**config.mk**
```make
export PLATFORM = sky130hd
export DESIGN_NAME = div
export DESIGN_NICKNAME = d
export VERILOG_FILES = /design/src/rtl/div_pkg.sv /design/src/rtl/div_step.sv /design/src/rtl/div.sv
export SDC_FILE = /design/constraint.sdc
export NUM_CORES = 1
export LEC_CHECK = 0
export CAP_MARGIN = 20
export CORE_ASPECT_RATIO = 0.6
export CORE_MARGIN = 3
export CORE_UTILIZATION = 38
export CTS_CLUSTER_DIAMETER = 120
export CTS_CLUSTER_SIZE = 20
export DETAILED_ROUTE_END_ITERATION = 10
export HOLD_SLACK_MARGIN = 0.02
export PLACE_DENSITY_LB_ADDON = 0.08
export SKIP_CTS_REPAIR_TIMING = 1
export SLEW_MARGIN = 0
export SYNTH_ARGS = -nofsm -noshare
export SYNTH_HDL_FRONTEND = slang
export SYNTH_SLANG_ARGS = --single-unit
```
**constraint.sdc**
```tcl
create_clock -name clk -period 4.9 [get_ports clk]
set_input_delay 0.735 -clock clk [delete_from_list [all_inputs] [get_ports clk]]
set_output_delay 0.735 -clock clk [all_outputs]
set_load 0.01 [all_outputs]
```
**src/rtl/div_pkg.sv**
```systemverilog
// Shared types for the RV32M iterative divider: datapath word and divide-op encoding.
package div_pkg;

  typedef logic [31:0] word;

  typedef enum logic [1:0] {
    DIV_DIV  = 2'd0,
    DIV_DIVU = 2'd1,
    DIV_REM  = 2'd2,
    DIV_REMU = 2'd3
  } div_op_t;

  localparam word INT_MIN = 32'h8000_0000;

  // Magnitude of a signed operand; INT_MIN maps onto itself, which is correct as unsigned.
  function automatic word abs_word(input word x, input logic is_signed);
    return (is_signed && x[31]) ? (~x + 32'd1) : x;
  endfunction

endpackage

```
**src/rtl/div_step.sv**
```systemverilog
// One radix-2 restoring division iteration: shift in the next dividend bit, trial-subtract, emit a quotient bit.
module div_step
  import div_pkg::*;
(
  input  logic [32:0] rem,
  input  word         dividend,
  input  word         divisor,
  output logic [32:0] rem_next,
  output word         dividend_next
);

  logic [32:0] shifted;
  logic [32:0] diff;
  logic        q_bit;
  // The stored remainder is always below the divisor, so its top bit never carries information.
  logic        unused_rem_msb;

  assign unused_rem_msb = rem[32];

  always_comb begin
    shifted       = {rem[31:0], dividend[31]};
    diff          = shifted - {1'b0, divisor};
    q_bit         = (shifted >= {1'b0, divisor});
    rem_next      = q_bit ? diff : shifted;
    dividend_next = {dividend[30:0], q_bit};
  end

endmodule

```
**src/rtl/div.sv**
```systemverilog
// Iterative RV32M divider (DIV/DIVU/REM/REMU), one quotient bit per cycle, valid/ready on both sides.
module div
  import div_pkg::*;
(
  input  logic    clk,
  input  logic    reset,
  input  logic    in_valid,
  output logic    in_ready,
  input  word     a,
  input  word     b,
  input  div_op_t op,
  input  logic    kill,
  output logic    out_valid,
  input  logic    out_ready,
  output word     res
);

  typedef enum logic [1:0] {
    IDLE = 2'd0,
    CALC = 2'd1,
    DONE = 2'd2
  } state_t;

  state_t      state, state_next;
  div_op_t     op_q;
  logic        neg_q, neg_r;
  word         dvd, dvs, res_q;
  logic [32:0] rem;
  logic [4:0]  cnt;

  logic        accept;
  logic        signed_in, is_div_in, div_zero, overflow, special;
  word         special_res;
  logic [32:0] step_rem;
  word         step_dvd;
  word         q_mag, r_mag, calc_res;
  logic        rem_op;

  div_step u_step (
    .rem           (rem),
    .dividend      (dvd),
    .divisor       (dvs),
    .rem_next      (step_rem),
    .dividend_next (step_dvd)
  );

  always_comb begin
    signed_in   = (op == DIV_DIV) || (op == DIV_REM);
    is_div_in   = (op == DIV_DIV) || (op == DIV_DIVU);
    div_zero    = (b == '0);
    overflow    = signed_in && (a == INT_MIN) && (b == '1);
    special     = div_zero || overflow;
    special_res = div_zero ? (is_div_in ? '1 : a) : (is_div_in ? INT_MIN : '0);

    q_mag    = step_dvd;
    r_mag    = step_rem[31:0];
    rem_op   = (op_q == DIV_REM) || (op_q == DIV_REMU);
    calc_res = rem_op ? (neg_r ? (~r_mag + 32'd1) : r_mag)
                      : (neg_q ? (~q_mag + 32'd1) : q_mag);
  end

  always_comb begin
    state_next = state;
    accept     = 1'b0;
    case (state)
      IDLE: if (in_valid) begin
        accept     = 1'b1;
        state_next = special ? DONE : CALC;
      end
      CALC: if (cnt == 5'd0) state_next = DONE;
      DONE: if (out_ready) state_next = IDLE;
      default: state_next = IDLE;
    endcase
    if (kill) begin
      state_next = IDLE;
      accept     = 1'b0;
    end
  end

  always_ff @(posedge clk or negedge reset) begin
    if (!reset) state <= IDLE;
    else        state <= state_next;
  end

  always_ff @(posedge clk or negedge reset) begin
    if (!reset) begin
      op_q  <= DIV_DIV;
      neg_q <= 1'b0;
      neg_r <= 1'b0;
      dvd   <= '0;
      dvs   <= '0;
      rem   <= '0;
      cnt   <= '0;
      res_q <= '0;
    end else if (accept) begin
      op_q  <= op;
      neg_q <= signed_in && (a[31] ^ b[31]);
      neg_r <= signed_in && a[31];
      dvd   <= abs_word(a, signed_in);
      dvs   <= abs_word(b, signed_in);
      rem   <= '0;
      cnt   <= 5'd31;
      if (special) res_q <= special_res;
    end else if (state == CALC && !kill) begin
      rem <= step_rem;
      dvd <= step_dvd;
      cnt <= cnt - 5'd1;
      if (cnt == 5'd0) res_q <= calc_res;
    end
  end

  assign in_ready  = (state == IDLE);
  assign out_valid = (state == DONE);
  assign res       = res_q;

endmodule

```
==> results.sh <==
export IMPL_synth_cells=1452
export IMPL_synthArstFlopShare=1.000
export IMPL_p_per_area_nw_per_um2=341.8
export IMPL_ff2ff_path_depth=18
export IMPL_r2r_slack_ns=0.18
export IMPL_crit_slowest_cell="or4_4"
export IMPL_n_antenna_cell=0
export IMPL_synth_nets=1563
export IMPL_avgRoutedWirePerCell_um=22.53
export IMPL_htreeDepth=4
export IMPL_viasPerCell=5.950
export IMPL_clk_latency_ns=0.45
export IMPL_fillers=2873
export IMPL_gr_total_overflow=0
export IMPL_clockBufferDepth=2
export IMPL_cellLeakagePower_nw=5.841
export IMPL_dp_hpwl_um=35030
export IMPL_grt_pass1_vias=10950
export IMPL_synth_area_um2=11430
export IMPL_start_kind="flop"
export IMPL_hold_path_class="input port to async pin"
export IMPL_max_stage_delay_ns=0.53
export IMPL_drive_above_1_share=0.1091
export IMPL_synth_edf_count=0
export IMPL_crit_start="rem[7]"
export IMPL_die_w_um=229.9
export IMPL_tns_ns=0
export IMPL_wl_um=44720
export IMPL_holdWs_ns=0.3114
export IMPL_r2r_start="rem[7]"
export IMPL_period_share=0.9635
export IMPL_ir_worst_vdd_uv=265.1
export IMPL_gp_congestion=1.011
export IMPL_cp_required_ns=5.23
export IMPL_drcViolationCount=0
export IMPL_critPathTopFamily="simple AND/OR/NAND/NOR gates"
export IMPL_path_clk_slew_ns=0.06
export IMPL_ys_flop_type="dfrtp_1"
export IMPL_area_growth_pct=22.69
export IMPL_dr_pass1_iters=6
export IMPL_fin_util=0.4807
export IMPL_rows=48
export IMPL_die_area_um2=32280
export IMPL_drt_iter0_markers=1392
export IMPL_place_inst=1952
export IMPL_grt_antenna_before_repair=0
export IMPL_cp_end_kind="flop"
export IMPL_clock_fmax_mhz=211.8
export IMPL_cts_made_buffers=17
export IMPL_ys_types=85
export IMPL_final_instance_count_excl_fill=1985
export IMPL_synth_warnings=0
export IMPL_antenna_left=0
export IMPL_start_util=0.3918
export IMPL_cap_violations=0
export IMPL_via_count=11810
export IMPL_crit_buf_inv=2
export IMPL_nNetsFinal=1684
export IMPL_io_buffers=104
export IMPL_finalCriticalPeriod_ns=4.721
export IMPL_cts_sinks=138
export IMPL_grtUsageTotal=0.2777
export IMPL_num_io_pins=105
export IMPL_timing_rr_end="res[26]"
export IMPL_slew_viol_final=0
export IMPL_worstPathCellList="ha_1, a21oi_1, o21ai_2, and3_1, o31a_1, o31a_2, clkinv_4, ha_2, inv_1, or4_4, or4_4, or3_4, nand2_1, xor2_1, o22ai_1, o221a_1, a21oi_1, o21ai_1"
export IMPL_die_h_um=140.4
export IMPL_worstMarginPinSlew_ns=0.9332
export IMPL_cts_tree="built"
export IMPL_grt_max_degree=76
export IMPL_status="finished clean"
export IMPL_maxSlewHeadroom=0.3691
export IMPL_setup_violations_final=0
export IMPL_ys_seq_area_frac=0.3020
export IMPL_crit_arrival_ns=5.05
export IMPL_core_um2=29190
export IMPL_grt_pass1_wl_um=68420
export IMPL_ys_seq_elements=138
export IMPL_finClkSkew_ns=0.01494
export IMPL_syn_mean_instance_area_um2=7.875
export IMPL_hold_violations=0
export IMPL_path_class="flop to flop"
export IMPL_root_buffer="clkbuf_16"
export IMPL_cp_max_fo=11
-- layout by cell type (no fill, tap or decap), types with 27 or more instances in the layout --
master	n
dfrtp_1	138
buf_4	82
o31ai_1	27
a21oi_1	87
inv_1	58
nor2_1	97
o21ai_0	185
ha_1	34
xor2_1	67
xnor2_1	68
nand2_1	191
clkdlybuf4s50_1	103
-- where the power goes --
group / switching, mW / internal [mW]
Combinational: 1.13 / 0.722
Sequential: 0.210 / 1.30
Clock: 0.563 / 0.867
-- layer usage --
metal / part of all wire / track usage / vias up
li1: - / - / 5525
met1: 0.50 / 0.4367 / 5756
met2: 0.37 / 0.3453 / 490
met3: 0.11 / 0.1075 / 40
met4: 0.014 / 0.05898 / 0
met5: 0 / 0 / -
-- sequential cells by signal, indices dropped and copies added, names as in the netlist --
| name | flops |
|---|---|
| dvd | 32 |
| dvs | 32 |
| rem | 32 |
| res | 32 |
| cnt | 5 |
| state | 2 |
| neg_q | 1 |
| neg_r | 1 |
| op_q | 1 |
-- cell type report --
class | count | area [um2] | share of cell area
Clock inverter | 13 | 191.4 | 0.01364
Timing Repair Buffer | 187 | 1678 | 0.1196
Multi-Input combinational cell | 1170 | 7541 | 0.5375
Clock buffer | 18 | 439.2 | 0.03130
Sequential cell | 138 | 3453 | 0.2461
Inverter | 59 | 226.5 | 0.01614
Tap cell | 400 | 500.5 | 0.03567
-- worst register-to-register path, delay by kind of cell, from the launching register on --
kind / cells / cell delay (ns)
AO/OA/AOI/OAI: 8 / 1.65
flip-flops: 1 / 0.41
buffers and inverters: 2 / 0.19
XOR/XNOR: 1 / 0.15
adder cells (fa/ha/maj): 2 / 0.54
AND/OR/NAND/NOR: 5 / 1.68
-- cells in the mapped netlist, types with 6 or more instances --
cell      count  share of area
nand3_1      23          0.010
a31oi_1      18         0.0098
nand2b_1     11         0.0060
nor3_1       27          0.012
nor2b_1       6         0.0033
o21ai_0     186          0.081
mux2i_1      22          0.019
or4_1        11         0.0072
o31ai_1      28          0.018
a21o_1       15         0.0098
xnor2_1      68          0.052
nor2_1       98          0.032
o21bai_1      7         0.0046
nand2_1     193          0.063
and2_1       11         0.0060
or2_2         6         0.0033
o221ai_1      9         0.0069
a22oi_1      24          0.016
xor2_1       67          0.051
nor4_1       18         0.0098
o211ai_1     11         0.0072
a221oi_1      6         0.0046
ha_1         39          0.043
buf_2        15         0.0066
o41ai_1      10         0.0077
and3_1       11         0.0060
a211oi_1     12         0.0079
nand4_1      25          0.014
dfrtp_1     138           0.30
clkbuf_1     63          0.021
inv_1        59          0.019
a21oi_1      93          0.041
or3_1        13         0.0071
-- through the flow --
step | worst slack (ns) | power [mW] | area (um2)
2_1_floorplan | 0.0008860 | 2.620 | 11480
3_3_place_gp | -0.05791 | 3.281 | 13270
3_5_place_dp | -0.02325 | 3.294 | 13270
4_1_cts | -0.05307 | 4.733 | 13900
5_1_grt | -0.006673 | 5.071 | 14030
6_report | 0.1788 | 4.796 | 14030
-- how the worst max path moves through the flow --
stage              end  slack [ns]  cells after the start
2_1_floorplan  res[26]      0.0009                     23
3_3_place_gp   res[22]       -0.06                     20
3_5_place_dp   res[30]       -0.02                     17
4_1_cts        res[22]       -0.05                     20
5_1_grt        res[26]      -0.007                     18
6_report       res[26]        0.18                     18
-- logic make-up (layout without fill, tap and decap cells) --
kind of cell	count (synthesis)	count (layout)	synth area share
compound gates	482	482	0.2653
xor+xnor	135	135	0.1034
fa+ha+maj	40	40	0.04443
buf+inv	144	277	0.05187
flops	138	138	0.3020
mux	30	30	0.02812
simple gates	483	483	0.2048
Note: power is estimated with default switching activity, not from simulation.
==> patch 1: new RTL, same flow settings <==
Make the reset (`reset`) synchronous in 2 clocked blocks.
--- a/src/rtl/div.sv
+++ b/src/rtl/div.sv
@@ -77,12 +77,12 @@
     end
   end
 
-  always_ff @(posedge clk or negedge reset) begin
+  always_ff @(posedge clk) begin
     if (!reset) state <= IDLE;
     else        state <= state_next;
   end
 
-  always_ff @(posedge clk or negedge reset) begin
+  always_ff @(posedge clk) begin
     if (!reset) begin
       op_q  <= DIV_DIV;
       neg_q <= 1'b0;
Function: differs if reset is asserted again (counterexample within 4 cycles, from zero or initial values and one cycle with reset low); with reset held inactive, the same outputs for 10 cycles.
==> patch 1 against the unedited design <==
Sequential cell count did not move; die area fell by 1.9%; routed wire length fell by 2.0%; synthesized cell count rose by 5.3%; area after synthesis fell by 1.9%; sequential share of layout area fell by 4.7 points; total power fell by 13%; worst setup slack got worse by 0.15 ns; cell count rose by 3.3%; design area fell by 0.87%; sequential power fell by 19%; critical path type unchanged; critical endpoint is now res[26]$_SDFFE_PN0P_; largest power group unchanged; highest routed layer unchanged.
==> patch 1: results (changes against the unedited design) <==
qor: yosys.synth_area_leaders sky130_fd_sc_hd__dfxtp_1 (25%), sky130_fd_sc_hd__xnor2_1 (6.6%), sky130_fd_sc_hd__nand2_1 (6.2%), sky130_fd_sc_hd__nor2_1 (5.4%), sky130_fd_sc_hd__a21oi_1 (5.3%) [was sky130_fd_sc_hd__dfrtp_1 (30%), sky130_fd_sc_hd__o21ai_0 (8.1%), sky130_fd_sc_hd__nand2_1 (6.3%), sky130_fd_sc_hd__xnor2_1 (5.2%), sky130_fd_sc_hd__xor2_1 (5.1%)]
qor: routing.drt_wl_total 43.8 mm [was 44.7 mm]
qor: grt.number_of_global_route_vias_before_repair 10,700 [was 10,900]
qor: yosys.seq_area_frac_synth 0.246 [was 0.302]
qor: sta.layout_setup_ws 0.0329 ns [was 0.179 ns]
qor: routing.dr_wl_met3 4.06 mm [was 5.08 mm]
qor: sta.holdWs 0.437 ns [was 0.311 ns]
qor: grt.grt_first_pass_wirelength 67.1 mm [was 68.4 mm]
qor: grt.grtUsageMet2 0.346 [was 0.345]
qor: grt.globalRouteTotalUtil 0.271 [was 0.278]
qor: layout.fill_cells 2,909 [was 2,873]
qor: min_path.hold_path.class flip-flop to flip-flop [was primary input to asynchronous set/reset pin]
qor: placement.dp.final_hpwl 33.9 mm [was 35.0 mm]
qor: yosys.synth_net_count 1,640 [was 1,563]
qor: grt.met3_usage 0.0622 [was 0.108]
qor: yosys.synth.distinct_cells 88 [was 85]
qor: placement.place.detailed.instances 2,005 [was 1,952]
qor: yosys.post_synth.cell_area_avg 7.34 µm² [was 7.88 µm²]
qor: layout.final_cell_count_no_fill 2,051 [was 1,985]
qor: layout.area_delta_synth_final 24.0% [was 22.7%]
qor: routing.drt-met1-wl 23.0 mm [was 22.5 mm]
qor: power.power.net_switching 1.61 mW [was 1.90 mW]
qor: setup_path.crit_path_max_fanout 5 [was 11]
qor: placement.placed_cell_area 0.0129 mm² [was 0.0133 mm²]
qor: routing.via_count_normalized_by_instance_count 5.96 [was 5.95]
qor: yosys.asyncSetResetFlopFracSynth 0 [was 1.00]
qor: setup_path.critPathMaxStageDelay 0.50 ns [was 0.53 ns]
qor: placement.dpl_worst_slack -0.126 ns [was -0.0233 ns]
qor: power.p_sw_frac 0.384 [was 0.397]
qor: routing.drt_first_pass_iters 5 [was 6]
qor: routing.met2_length 16.3 mm [was 16.6 mm]
qor: power.power.ir.vdd_worst 276 µV [was 265 µV]
qor: setup_path.worst_ep_arrival_time 5.26 ns [was 5.05 ns]
qor: placement.routability_congestion_estimate_from_global_placement 0.978 [was 1.01]
qor: power.combinationalPower 1.66 mW [was 1.85 mW]
qor: status.status finished, final reports clean [unchanged]
-- patch 1: changes by cell type after synthesis, moves of 9 or more --
cell / unedited run / this run
sky130_fd_sc_hd__dfrtp_1: 138 / 0
sky130_fd_sc_hd__dfxtp_1: 0 / 138
sky130_fd_sc_hd__o21ai_0: 186 / 94
sky130_fd_sc_hd__nor2_1: 98 / 162
sky130_fd_sc_hd__a211oi_1: 12 / 60
sky130_fd_sc_hd__a21oi_1: 93 / 119
sky130_fd_sc_hd__xor2_1: 67 / 47
sky130_fd_sc_hd__a311oi_1: 0 / 19
sky130_fd_sc_hd__xnor2_1: 68 / 85
sky130_fd_sc_hd__nor3_1: 27 / 40
sky130_fd_sc_hd__o21a_1: 5 / 16
sky130_fd_sc_hd__a31oi_1: 18 / 8
sky130_fd_sc_hd__mux2i_1: 22 / 13
-- patch 1: worst min-delay path: stages (launching register included) --
cell and delay [ns]:
sky130_fd_sc_hd__dfxtp_1 0.31, sky130_fd_sc_hd__nand2_1 0.05, sky130_fd_sc_hd__nand2_1 0.04
-- patch 1: final cells by class --
class                           instances  area share
Timing Repair Buffer                  183       0.119
Inverter                               61      0.0165
Sequential cell                       138       0.200
Clock buffer                           25      0.0363
Clock inverter                          6     0.00450
Multi-Input combinational cell       1238       0.589
Tap cell                              400      0.0360
-- patch 1: logic make-up (layout without fill, tap and decap cells) --
logic type	Yosys count	in the layout	synth area share
simple gates	548	548	0.230
compound gates	502	502	0.307
buf+inv	153	275	0.0531
flops	138	138	0.246
xor+xnor	132	132	0.103
fa+ha+maj	40	40	0.0453
mux	16	16	0.0149
==> patch 2: new RTL, same flow settings <==
Made on the original files. Encoding of `state_t`: now one-hot (3 bits for 3 states).
--- a/src/rtl/div.sv
+++ b/src/rtl/div.sv
@@ -15,10 +15,10 @@
   output word     res
 );
 
-  typedef enum logic [1:0] {
-    IDLE = 2'd0,
-    CALC = 2'd1,
-    DONE = 2'd2
+  typedef enum logic [2:0] {
+    IDLE = 3'b001,
+    CALC = 3'b010,
+    DONE = 3'b100
   } state_t;
 
   state_t      state, state_next;
Check against the original RTL: no difference found for any inputs over 10 cycles, from zero or initial values and one cycle with reset low; not proved beyond that.
==> patch 2 against the unedited design <==
Area after synthesis grew 1.8%; global-route usage is 1.0 points lower; first-iteration DRC count fell by 2.7%; sequential cell count rose by 1; critical path type unchanged; routed wire length shrank 2.3%; total power rose by 2.3%; design area increased by 0.46%; worst setup slack gained 0.017 ns; count of clock-buffer cells in the layout grew 3.
==> patch 2: results (changes against the unedited design) <==
qor: power.power.ir.vdd_worst 257 µV [was 265 µV]
qor: layout.post_route_cells_drive_above_1_share 0.104 [was 0.109]
qor: routing.drt_first_pass_iters 5 [was 6]
qor: routing.routed-via-count 11,900 [was 11,800]
qor: yosys.synth_area_leaders sky130_fd_sc_hd__dfrtp_1 (30%), sky130_fd_sc_hd__o21ai_0 (8.2%), sky130_fd_sc_hd__nand2_1 (5.1%), sky130_fd_sc_hd__xnor2_1 (5.0%), sky130_fd_sc_hd__xor2_1 (5.0%) [was sky130_fd_sc_hd__dfrtp_1 (30%), sky130_fd_sc_hd__o21ai_0 (8.1%), sky130_fd_sc_hd__nand2_1 (6.3%), sky130_fd_sc_hd__xnor2_1 (5.2%), sky130_fd_sc_hd__xor2_1 (5.1%)]
qor: layout.fill_cells 2,919 [was 2,873]
qor: sta.holdWs 0.321 ns [was 0.311 ns]
qor: yosys.yosys-mux-area-fraction 0.0214 [was 0.0281]
qor: routing.routed_wire_length_per_instance 22.0 µm [was 22.5 µm]
qor: placement.placed_cell_area 0.0134 mm² [was 0.0133 mm²]
qor: yosys.synthXorXnorAreaFrac 0.100 [was 0.103]
qor: power.combinationalPower 2.00 mW [was 1.85 mW]
qor: placement.place.detailed.instances 1,953 [was 1,952]
qor: yosys.seq_area_frac_synth 0.299 [was 0.302]
qor: grt.number_of_global_route_vias_before_repair 10,900 [about the same]
qor: placement.routability_congestion_estimate_from_global_placement 0.970 [was 1.01]
qor: grt.pin_count_of_the_biggest_net_entering_global_routing 111 [was 76]
qor: setup_path.crit_path_max_fanout 5 [was 11]
qor: power.seq_power 1.46 mW [was 1.51 mW]
qor: sta.max_freq 213 MHz [was 212 MHz]
qor: power.power.net_switching 1.96 mW [was 1.90 mW]
qor: yosys.ys_top_cells_by_count sky130_fd_sc_hd__o21ai_0 (190), sky130_fd_sc_hd__nand2_1 (158), sky130_fd_sc_hd__dfrtp_1 (138) [was sky130_fd_sc_hd__nand2_1 (193), sky130_fd_sc_hd__o21ai_0 (186), sky130_fd_sc_hd__dfrtp_1 (138)]
qor: yosys.synth.distinct_cells 99 [was 85]
qor: placement.dpl_worst_slack 0.0330 ns [was -0.0233 ns]
qor: yosys.post_synth.cell_area_avg 7.97 µm² [was 7.88 µm²]
qor: status.status finished, final reports clean [unchanged]
qor: yosys.synth_net_count 1,571 [was 1,563]
qor: setup_path.critPathMaxStageDelay 0.55 ns [was 0.53 ns]
[patch 2: cell types whose count changed after synthesis, sizes merged, moves of 7 or more]
| cell | unedited run | this run |
|---|---|---|
| or3 | 14 | 22 |
| a22oi | 24 | 35 |
| nor3 | 28 | 35 |
| o21ai | 190 | 200 |
| nand2 | 194 | 160 |
| nand3 | 23 | 52 |
| nor2 | 98 | 86 |
[patch 2: routing by layer]
metal | routed length (µm) | up-vias | global-route usage
met5 | 0 | - | 0
met4 | 479 | 0 | 0.0573
met3 | 4810 | 35 | 0.0813
met2 | 16300 | 558 | 0.333
met1 | 22200 | 5721 | 0.434
li1 | - | 5573 | -
[patch 2: final cells by class]
cell class	count	area [µm²]	area share
clock buffer	21	470	0.0334
timing repair buffer	177	1600	0.114
inverter	65	244	0.0173
multi-input combinational	1173	7630	0.542
sequential	139	3480	0.247
clock inverter	10	164	0.0116
tap	400	500	0.0355
